==> src/rtl/serial_seg_scanner_if.sv <==
// Serial segment stream and display drive bundle for serial_seg_scanner.
// The master side drives the serial lines and brightness; the slave side drives the display.
interface serial_seg_scanner_if;
  logic       i_sclk;
  logic       i_sdat;
  logic       i_slatch;
  logic [3:0] i_bright;
  logic [7:0] o_seg;
  logic [5:0] o_dig;
  logic       o_frame;
  logic       o_err;

  modport master (
    output i_sclk, i_sdat, i_slatch, i_bright,
    input  o_seg, o_dig, o_frame, o_err
  );

  modport slave (
    input  i_sclk, i_sdat, i_slatch, i_bright,
    output o_seg, o_dig, o_frame, o_err
  );
endinterface

==> src/rtl/serial_seg_scanner.sv <==
// Receives six serial segment bytes per frame into a shadow buffer, commits complete frames to a
// display buffer, and scans a 6-digit 7-segment display with brightness PWM.
module serial_seg_scanner #(
  parameter int unsigned DIGIT_CYCLES = 256,
  parameter int unsigned TIMEOUT      = 4096
) (
  input logic                  i_clk,
  input logic                  i_rst_n,
  serial_seg_scanner_if.slave  bus
);
  localparam int unsigned SlotW = $clog2(DIGIT_CYCLES);
  localparam int unsigned IdleW = $clog2(TIMEOUT + 1);
  localparam int unsigned Step  = DIGIT_CYCLES / 16;

  // [0],[1] synchroniser, [2] previous synchronised value for edge detection
  logic [2:0] sclk_sync, latch_sync;
  logic [1:0] sdat_sync;
  logic       sclk_rise, latch_rise, sdat_s;

  logic [7:0]       shreg_q, shreg_d;
  logic [3:0]       bits_q, bits_d;
  logic [2:0]       wptr_q, wptr_d;
  logic [IdleW-1:0] idle_q, idle_d;
  logic             err_q, err_d;
  logic             frame_q;
  logic             wr_en, commit;
  logic [7:0]       shadow_q [6];
  logic [7:0]       disp_q   [6];

  logic [SlotW-1:0] slot_q;
  logic [2:0]       idx_q;
  logic [7:0]       seg_q;
  logic [5:0]       dig_q;
  logic             lit;

  assign sclk_rise  = sclk_sync[1] & ~sclk_sync[2];
  assign latch_rise = latch_sync[1] & ~latch_sync[2];
  assign sdat_s     = sdat_sync[1];

  // Latch is handled before sclk so a coincident sclk edge starts the next byte.
  always_comb begin
    shreg_d = shreg_q;
    bits_d  = bits_q;
    wptr_d  = wptr_q;
    idle_d  = idle_q;
    err_d   = err_q;
    wr_en   = 1'b0;
    commit  = 1'b0;
    if (latch_rise) begin
      if (bits_q == 4'd8) begin
        wr_en  = 1'b1;
        commit = (wptr_q == 3'd5);
        wptr_d = commit ? 3'd0 : wptr_q + 3'd1;
      end else begin
        err_d  = 1'b1;
        wptr_d = 3'd0;
      end
      bits_d = 4'd0;
    end
    if (sclk_rise) begin
      shreg_d = {shreg_q[6:0], sdat_s};
      if (bits_d != 4'd9) bits_d = bits_d + 4'd1;
    end
    if (sclk_rise || latch_rise) begin
      idle_d = '0;
    end else if (idle_q != IdleW'(TIMEOUT)) begin
      idle_d = idle_q + 1'b1;
    end else begin
      wptr_d = 3'd0;
      bits_d = 4'd0;
    end
  end

  always_ff @(posedge i_clk or negedge i_rst_n) begin
    if (!i_rst_n) begin
      sclk_sync  <= '0;
      latch_sync <= '0;
      sdat_sync  <= '0;
      shreg_q    <= '0;
      bits_q     <= '0;
      wptr_q     <= '0;
      idle_q     <= '0;
      err_q      <= 1'b0;
      frame_q    <= 1'b0;
      for (int i = 0; i < 6; i++) begin
        shadow_q[i] <= '0;
        disp_q[i]   <= '0;
      end
    end else begin
      sclk_sync  <= {sclk_sync[1:0], bus.i_sclk};
      latch_sync <= {latch_sync[1:0], bus.i_slatch};
      sdat_sync  <= {sdat_sync[0], bus.i_sdat};
      shreg_q    <= shreg_d;
      bits_q     <= bits_d;
      wptr_q     <= wptr_d;
      idle_q     <= idle_d;
      err_q      <= err_d;
      frame_q    <= commit;
      if (wr_en) shadow_q[wptr_q] <= shreg_q;
      if (commit) begin
        for (int i = 0; i < 5; i++) disp_q[i] <= shadow_q[i];
        disp_q[5] <= shreg_q;
      end
    end
  end

  // Slot 0 is always blank to hide digit-switch ghosting.
  always_comb begin
    lit = (slot_q != '0) && (32'(slot_q) < 32'(bus.i_bright) * Step);
  end

  always_ff @(posedge i_clk or negedge i_rst_n) begin
    if (!i_rst_n) begin
      slot_q <= '0;
      idx_q  <= '0;
      seg_q  <= '0;
      dig_q  <= 6'b000001;
    end else begin
      if (slot_q == SlotW'(DIGIT_CYCLES - 1)) begin
        slot_q <= '0;
        idx_q  <= (idx_q == 3'd5) ? 3'd0 : idx_q + 3'd1;
      end else begin
        slot_q <= slot_q + 1'b1;
      end
      seg_q <= lit ? disp_q[idx_q] : 8'h00;
      dig_q <= 6'b000001 << idx_q;
    end
  end

  assign bus.o_seg   = seg_q;
  assign bus.o_dig   = dig_q;
  assign bus.o_frame = frame_q;
  assign bus.o_err   = err_q;
endmodule

==> src/flat_wrapper.sv <==
// flat-port wrapper written by rule: the top's interface ports become plain ports
module serial_seg_scanner_flat 
#(
  parameter int unsigned DIGIT_CYCLES = 256,
  parameter int unsigned TIMEOUT      = 4096
)
  (i_clk, i_rst_n, bus_i_sclk, bus_i_sdat, bus_i_slatch, bus_i_bright, bus_o_seg, bus_o_dig, bus_o_frame, bus_o_err);
  serial_seg_scanner_if bus_i ();
  input logic i_clk;
  input logic i_rst_n;
  input wire logic [$bits(bus_i.i_sclk)-1:0] bus_i_sclk;
  input wire logic [$bits(bus_i.i_sdat)-1:0] bus_i_sdat;
  input wire logic [$bits(bus_i.i_slatch)-1:0] bus_i_slatch;
  input wire logic [$bits(bus_i.i_bright)-1:0] bus_i_bright;
  output wire logic [$bits(bus_i.o_seg)-1:0] bus_o_seg;
  output wire logic [$bits(bus_i.o_dig)-1:0] bus_o_dig;
  output wire logic [$bits(bus_i.o_frame)-1:0] bus_o_frame;
  output wire logic [$bits(bus_i.o_err)-1:0] bus_o_err;
  assign bus_i.i_sclk = bus_i_sclk;
  assign bus_i.i_sdat = bus_i_sdat;
  assign bus_i.i_slatch = bus_i_slatch;
  assign bus_i.i_bright = bus_i_bright;
  assign bus_o_seg = bus_i.o_seg;
  assign bus_o_dig = bus_i.o_dig;
  assign bus_o_frame = bus_i.o_frame;
  assign bus_o_err = bus_i.o_err;
  serial_seg_scanner #(.DIGIT_CYCLES(DIGIT_CYCLES), .TIMEOUT(TIMEOUT)) u_core (.i_clk(i_clk), .i_rst_n(i_rst_n), .bus(bus_i));
endmodule
==> config.mk <==
export PLATFORM = sky130hd
export DESIGN_NAME = serial_seg_scanner_flat
export DESIGN_NICKNAME = d
export VERILOG_FILES = /design/src/rtl/serial_seg_scanner_if.sv /design/src/rtl/serial_seg_scanner.sv /design/src/flat_wrapper.sv
export SDC_FILE = /design/constraint.sdc
export NUM_CORES = 1
export LEC_CHECK = 0
export CAP_MARGIN = 20
export CORE_ASPECT_RATIO = 1.75
export CORE_MARGIN = 1.5
export CORE_UTILIZATION = 43
export CTS_BUF_LIST = sky130_fd_sc_hd__clkbuf_16
export DETAILED_ROUTE_END_ITERATION = 8
export PLACE_DENSITY = 0.71
export SLEW_MARGIN = 20
export SYNTH_ARGS = -nofsm -noshare
export SYNTH_HDL_FRONTEND = slang
export SYNTH_SLANG_ARGS = --single-unit
==> constraint.sdc <==
create_clock -name i_clk -period 4.77 [get_ports i_clk]
set_input_delay 0.954 -clock i_clk [delete_from_list [all_inputs] [get_ports i_clk]]
set_output_delay 0.954 -clock i_clk [all_outputs]
set_load 0.01 [all_outputs]
After elaboration in Yosys (flattened, before gate mapping)
Cells that the tools add are included.
{ "totals": {"ff_bits": 159, "latchBits": 0, "mem_bits_rw": 0, "rom_bits": 0, "in_bits": 9, "out_inout_bits": 16, "word_cells": 79, "mem_count": 0} }
{ "classes": {"add_sub_neg": 5, "mul": 0, "n_div": 0, "n_lt_le_gt_ge": 4, "n_eq_ne": 6, "shift": 1, "n_mux": 25, "bitwise_logic": 7, "n_reduce_logical": 6} }
{ "op_table": {"columns": ["operator", "n"], "rows": [
  ["$bwmux 48", 1],
  ["$mux 8", 5],
  ["$mux 13", 2],
  ["$bmux 8 s3", 1],
  ["$demux 8 s3", 1],
  ["$mux 4", 5],
  ["$mux 3", 6],
  ["$add 13x1->13 const B", 1],
  ["$ne 13x13->1 const B", 1],
  ["$add 8x1->8 const B", 1],
  ["$eq 8x8->1 const B", 1],
  ["$ge 4x4->1 const B", 2],
  ["$lt 8x8->1", 1],
  ["$not 3->4", 2],
  ["$reduce_bool 8->1", 1],
  ["$add 3x1->3 const B", 2],
  ["$eq 3x3->1 const B", 2],
  ["$shl 1x3->6 const A", 1],
  ["$add 4x1->4 const B", 1],
  ["$eq 4x4->1 const B", 1],
  ["$lt 4x1->1 const B", 1],
  ["$mux 1", 4],
  ["$ne 4x4->1 const B", 1],
  ["$not 1->1", 3],
  ["5 further kinds", 7]
]} }

Depth between registers and ports, before layout
Gate-level depths: netlist (run 1).
{ "logic_depth": {"depth_word": 8, "mapped_depth": 7, "ltp_nobuf": 6} }

Worst setup path before layout (run 1)
OpenSTA, ideal clock, no wires.
{ "synth_timing": {"kind": "flip-flop to flip-flop", "startpoint": "register u_core.bits_q[1]", "endpoint": "register u_core.shadow_q[32] (netlist bit)", "setup_ns": 0.125, "arrival_time_ns": 2.041, "required_time_ns": 4.645, "path_slack_ns": 2.604, "path_stages_with_launch": 7, "n_path_buf": 2, "period_less_slack_ns": 2.166, "path_cell_list": "dfrtp_1 > or3b_1 > buf_2 > or3_4 > or3_1 > buf_6 > mux2_4"} }
{ "synth_via": {"elab_chain_len": 3} }
{ "synth_rtl": {"columns": ["element", "line", "rtl"], "rows": [
  ["start: declaration", "serial_seg_scanner.sv:21", "logic [3:0] bits_q, bits_d;"],
  ["start signal: assignment", "serial_seg_scanner.sv:94", "bits_q <= bits_d;"],
  ["$eq 4x4->1", "serial_seg_scanner.sv:50", "if (bits_q == 4'd8) begin"],
  ["$mux 1", "serial_seg_scanner.sv:50", null],
  ["$mux 1", "serial_seg_scanner.sv:49", "if (latch_rise) begin"],
  ["end signal: indexed assignment", "serial_seg_scanner.sv:99", "if (wr_en) shadow_q[wptr_q] <= shreg_q;"],
  ["end: declaration", "serial_seg_scanner.sv:27", "logic [7:0] shadow_q [6];"]
]} }
No other way between the ends.
A chain may end at the register's enable or synchronous reset.

Worst setup path after layout (run 1)
{ "layout_timing": {"startpoint": "register u_core.bits_q[1]", "endpoint": "register u_core.shadow_q[44] (netlist bit)"} }
Same word-level chain as after synthesis.

==> impl_results.md, run 1 <==
* Yosys top cell area share at 58.9%
* Outcome: completed
* DRT antenna net count at 0
* Nets@finish at 508
* Clock Sinks at 151
* Drt pass-1 iters at 6
* CP bufs+invs at 0
* Comb power frac at 4.2%
* Site Rows at 58
* Power per standard cell area at 392 nW/um^2
* Crit Path Category: reg -> reg
* Synth Register Bits at 151
* Clock root buffer: clkbuf_16
* Fin Setup TNS at 0 ps
* Register area share after synthesis at 59.3%
* Crit-path max cell delay at 670 ps
* Clk slew on worst S/H paths at 60 ps
* Die ar. at 15600 sq um
* Final Skew at 7.98 ps
* Leakage at 3.47 nW
* Post-Syn Nets at 479
* Cells along the critical path: or3b_1 -> or3_4 -> or3_1 -> mux2_4
* Commonest cells after routing, fill and taps aside: dfrtp_1, mux2_2, nor2_1, mux2_4, clkdlybuf4s50_1
* Worst hold-check path type: reg -> reg
* Biggest area consumer among synthesized cells: dfrtp_1
* Placed cell count at 651
* Post-synth cell types at 46
* Final Util at 51.1%
* Vias per cell at 5.43
* Internal Pwr Total at 2.26 mW
* Die Ht at 164 microns
* Vias in the first global route at 4109
* Largest net degree at the start of global routing at 80
* Share of cells above drive strength 1 at 28.9%
* Post-CTS Hold Buffers at 0
* Post-synth EDFFs at 0
* Arrival @ worst endpoint at 2830 ps
* Worst Path Required at 5060 ps
* Critical Path End Type: flop
* Ports at 25
* Initial core utilization at 44.1%
* Clock Power Share at 47.3%
* Post-DP HPWL at 7760 microns
* Initial antenna violation count at 0
* Slew headroom at 52.8%
* Most common cell after layout, fill and taps aside: dfrtp_1
* Fin cells at 682
* Gr usage total at 17.5%
* Cts repair resizes at 0
* Largest cells by area after synthesis: dfrtp_1, mux2_2, mux2_4
* Yosys warnings at 0
* Port Buffers at 24
* Actual slew at the worst max-slew pin at 707 ps
* Latest clock arrival within the worst-skew pair at 420 ps
* Routability Congestion at 0.733
* Cells after synthesis at 461
* Iter 0 DRT Violations at 141
* Final Hold Violating Endpoints at 0
* Diodes inserted at 0
* Setup violations, final at 0
* Psw at 0.641 mW
* Max-cap violations at 0
* Fin crit share at 53.1%
* Mean Syn Cell Area at 13.8 sq um
* Sequential power share at 48.4%
* GRT overflow at 0
* Post-Syn Area at 6370 sq um
* Drt wl/cell at 17.4 microns
* CTS Buf Count at 17
* RSZ-0062 raised after global routing: no
* Total setup buffers inserted after CTS at 0
* Clk buf depth at 2
* Post-synth top flop: dfrtp_1
* Crit path max-delay family: simple AND/OR/NAND/NOR gates
* R2R setup slack at 2240 ps
* Max IR drop VDD at 219 uV
* Die W at 95.0 microns
* CTS tree: yes
* Fillers at 1233
* Via count at 3706
* Ys async rst share at 100%
* Final WL at 11900 microns
* Crit-path max FO at 10
* DRC violations left at 0
* Total count of max-transition violations in the final report at 0
* Switch share at 22.1%
* First-pass GRT wire length at 20300 microns
* CTS H-Tree Depth at 4
* Synth-to-Final Area Change at 15.9%
* Core area at 14400 sq um
* Period minus WS final at 2530 ps
* Crit start category: flop
* Fmax achieved at 395 MHz
* Worst path slowest cell: or3_1
## registers in the layout, indices dropped and copies added, names as in the netlist, 4 cells and up
signal,cells
u_core.shadow_q,40
u_core.bus.o_dig,6
u_core.bus.o_seg,8
u_core.slot_q,8
u_core.bits_q,4
u_core.shreg_q,8
u_core.disp_q,48
u_core.idle_q,13
## final cells by class
type	instances	area [sq um]	area share, %
clock buffer	17	425	5.76
clock inverter	14	184	2.49
inverter	14	52.6	0.712
multi-input combinational	277	2440	33.0
sequential	151	3780	51.2
tap	180	225	3.05
timing repair buffer	29	279	3.78
## kinds of logic after synthesis
group / Yosys count / share of synthesized area, %
flops: 151 / 59.3
mux: 113 / 22.6
simple gates: 105 / 8.56
compound gates: 34 / 3.01
buf+inv: 33 / 2.49
xor+xnor: 16 / 2.20
fa+ha+maj: 9 / 1.77
## per-stage QoR
| stage | power [mW] | hold WS (ps) | setup slack [ps] | cell area (sq um) |
|---|---|---|---|---|
| after CTS | 2.93 | 352 | 2230 | 7380 |
| after global routing | 3.02 | 361 | 2200 | 7380 |
| after global placement | 1.54 | 334 | 2210 | 6770 |
| after detailed placement | 1.55 | 337 | 2140 | 6770 |
| final | 2.90 | 352 | 2240 | 7380 |
| after floorplan | 1.48 | 331 | 2600 | 6370 |
## cell usage after synthesis (2+ instances only)
library cell  number
a21oi_1           18
clkbuf_1           9
buf_6              3
nor4b_1            3
mux2i_1            9
inv_1             13
nand2b_1           5
mux2_4            24
xnor2_1           10
buf_2              4
a31oi_1            2
mux4_2             8
and2_1             2
nor2_1            37
and3_1             2
o41ai_1            2
nand4_1            3
ha_1               9
nor2b_1            2
buf_4              2
nor4_1             6
nor3_1             7
or3_1              5
or2_2              2
dfrtp_1          150
o21ai_0            7
xor2_1             6
nand2_1           12
mux2_2            72
nand3_1           11
## path summary, 6_finish.rpt
| kind | end | cells after the start | startpoint |
|---|---|---|---|
| min in group asynchronous | u_core.sdat_sync[0] | 1 | i_rst_n |
| worst min register to register | u_core.sdat_sync[1] | 0 | u_core.sdat_sync[0] |
| worst max-delay path | u_core.shadow_q[44] | 4 | u_core.bits_q[1] |
| worst max register to register | u_core.shadow_q[44] | 4 | u_core.bits_q[1] |
| worst min-delay path | u_core.sdat_sync[1] | 0 | u_core.sdat_sync[0] |
| max in group asynchronous | u_core.shadow_q[44] | 2 | i_rst_n |
## power groups by stage
stage               Combinational (mW)  Clock (mW)  Sequential [mW]
floorplan                       0.0796           0             1.40
global placement                 0.119           0             1.42
detailed placement               0.126           0             1.43
CTS                              0.127        1.40             1.40
global route                     0.141        1.46             1.42
finish                           0.123        1.37             1.40
## per-layer routing
| metal | global-route usage, % | part of all wire [%] | up-vias |
|---|---|---|---|
| met5 | 0 | 0 | - |
| met4 | 8.68 | 3.6 | 0 |
| met3 | 4.58 | 2.6 | 35 |
| met2 | 30.3 | 54 | 70 |
| met1 | 19.5 | 40 | 1924 |
| li1 | - | - | 1677 |
## worst register-to-register path, delay by kind of cell (launching register included)
kind | cells | cell delay (ps)
DFF | 1 | 400
and+or+nand+nor | 3 | 1600
muxes | 1 | 410
Power figures use the tool's default switching activity.
==> run 2: changes to the inputs <==
- PLACE_DENSITY: 0.71 -> 0.73
- clock period: 4.77 -> 2.22 ns (I/O delays scaled with it)
==> run 2 against run 1 <==
  * Core utilization is 1.5 points higher
  * Register-to-register slack lost 2200 ps
  * Maximum frequency increased by 15%
  * Clock skew down 1.2 ps
  * Final cell count grew 2.9%
  * Critical path type unchanged
  * Via count increased by 1.9%
  * Clock power grew 100%
  * Routed wire length is 5.9% higher
==> impl_results.md, run 2 (synthesis results as in run 1) <==
* Drt pass-1 iters at 4
* Die Ht at 164 microns
* Cell count along the critical path at 6
* Psw at 1.35 mW
* Via count at 3775
* GRT overflow at 0
* Fin cells at 702
* Setup violations, final at 0
* Clk slew on worst S/H paths at 60 ps
* Sequential power share at 49.7%
* Site Rows at 58
* Critical Path End Type: flop
* Worst hold-check path type: reg -> reg
* Crit Path Category: reg -> reg
* Hold WS at 346 ps
* Post-DP HPWL at 8030 microns
* DRC violations left at 0
* Critical R2R Capture: u_core.disp_q[39]
* Final Power at 6.08 mW
* Arrival @ worst endpoint at 2490 ps
* Max IR drop VDD at 471 uV
* Hold path startpoint: u_core.sdat_sync[0]
* Synth-to-Final Area Change at 19.4%
* Crit-path max cell delay at 410 ps
* Die ar. at 15600 sq um
* Largest net degree at the start of global routing at 53
* Crit path launch: u_core.bits_q[1]
* Final Skew at 6.75 ps
* RR Startpoint: u_core.bits_q[1]
* Outcome: completed
* Final Hold Violating Endpoints at 0
* Fmax achieved at 455 MHz
* Die W at 95.0 microns
* Routability Congestion at 0.807
* Worst Path Required at 2510 ps
* Internal Pwr Total at 4.73 mW
* Power per standard cell area at 800 nW/um^2
* Clock Power Share at 45.4%
* Ports at 25
* Nets@finish at 527
* Cells along the critical path: or3b_1 -> buf_4 -> nor4_4 -> buf_6 -> clkbuf_16 -> mux2_2
* Placed cell count at 663
* Crit start category: flop
* CTS Buf Count at 17
* Crit path max-delay family: simple AND/OR/NAND/NOR gates
* Gr usage total at 17.3%
* Fin crit share at 98.9%
* CP bufs+invs at 3
* Share of cells above drive strength 1 at 30.7%
* Top Registers: u_core.disp_q (48), u_core.shadow_q (40), u_core.idle_q (13)
* Clock root buffer: clkbuf_16
* Worst reg-to-reg path cell count at 6
* Core area at 14400 sq um
* Max reg flops at 48
* Switch share at 22.2%
* Clock Sinks at 151
* R2R setup slack at 20 ps
* Crit-path max FO at 12
* Iter 0 DRT Violations at 101
* Latest clock arrival within the worst-skew pair at 410 ps
* Worst path slowest cell: or3b_1
* Most common cell after layout, fill and taps aside: dfrtp_1
* Actual slew at the worst max-slew pin at 657 ps
* Comb power frac at 4.8%
* Period minus WS final at 2200 ps
* Vias in the first global route at 4069
* CTS H-Tree Depth at 4
* DRT antenna net count at 0
* Leakage at 3.59 nW
* CTS tree: yes
* Critical Path End: u_core.disp_q[39]
* Drt wl/cell at 17.9 microns
* Total count of max-transition violations in the final report at 0
* Initial core utilization at 44.1%
* Port Buffers at 24
* Max-cap violations at 0
* Slew headroom at 55.9%
* First-pass GRT wire length at 20300 microns
* Fillers at 1181
* Diodes inserted at 0
* Clk buf depth at 2
* Initial antenna violation count at 0
* Vias per cell at 5.38
* Final Util at 52.7%
* Final WL at 12600 microns
* Reg with most FFs: u_core.disp_q
* Commonest cells after routing, fill and taps aside: dfrtp_1, mux2_2, nor2_1, mux2_4, clkdlybuf4s50_1
==> run 2: worst min-delay path by stage <==
stage | depth (start not counted) | to
final | 0 | u_core.sdat_sync[1]
after global routing | 0 | u_core.sclk_sync[1]
after CTS | 0 | u_core.sdat_sync[1]
after detailed placement | 0 | u_core.sdat_sync[1]
after global placement | 0 | u_core.sclk_sync[1]
after floorplan | 0 | u_core.bits_q[0]
==> run 2: worst reg2reg max path, stage by stage (launching register included) <==
cell and delay [ps]:
dfrtp_1 400, or3b_1 410, buf_4 190, nor4_4 360, buf_6 190, clkbuf_16 180, mux2_2 350
==> run 2: layer usage <==
layer  share of wire (%)  track usage [%]
met4                 1.3             6.45
met2                  57             31.2
met3                 2.8             4.31
met1                  39             19.2
met5                   0                0
==> run 2: power groups by stage <==
stage | Combinational [mW] | Sequential (mW) | Clock (mW)
6_report | 0.294 | 3.02 | 2.76
5_1_grt | 0.330 | 3.04 | 2.94
4_1_cts | 0.281 | 3.03 | 2.82
3_5_place_dp | 0.278 | 3.08 | 0
3_3_place_gp | 0.268 | 3.07 | 0
2_1_floorplan | 0.171 | 3.00 | 0
==> run 2: timing repair <==
item / in CTS / in global routing
hold endpoints to repair: 45 / 0
cloned: 0 / 3
hold buffers: 1 / 0
setup endpoints to repair: 4 / 67
pin swaps: 0 / 1
gates resized for setup: 1 / 11
setup buffers: 0 / 3
==> run 2: final cells by class <==
cell class	instances	area, sq um	share of cell area [%]
clock buffers	17	425	5.59
multi-input cells	277	2450	32.2
well taps	180	225	2.96
inverters	14	52.6	0.691
clock inverters	15	146	1.93
repair buffers	48	524	6.89
flip-flops and latches	151	3780	49.7
==> run 2: metrics by stage <==
stage / area (sq um) / worst slack [ps] / TNS [ps]
4_1_cts: 7490 / 14.3 / 0
3_3_place_gp: 6900 / 50.4 / 0
2_1_floorplan: 6370 / 53.9 / 0
5_1_grt: 7600 / -42.2 / -321
6_report: 7600 / 23.6 / 0
3_5_place_dp: 6900 / 7.75 / 0
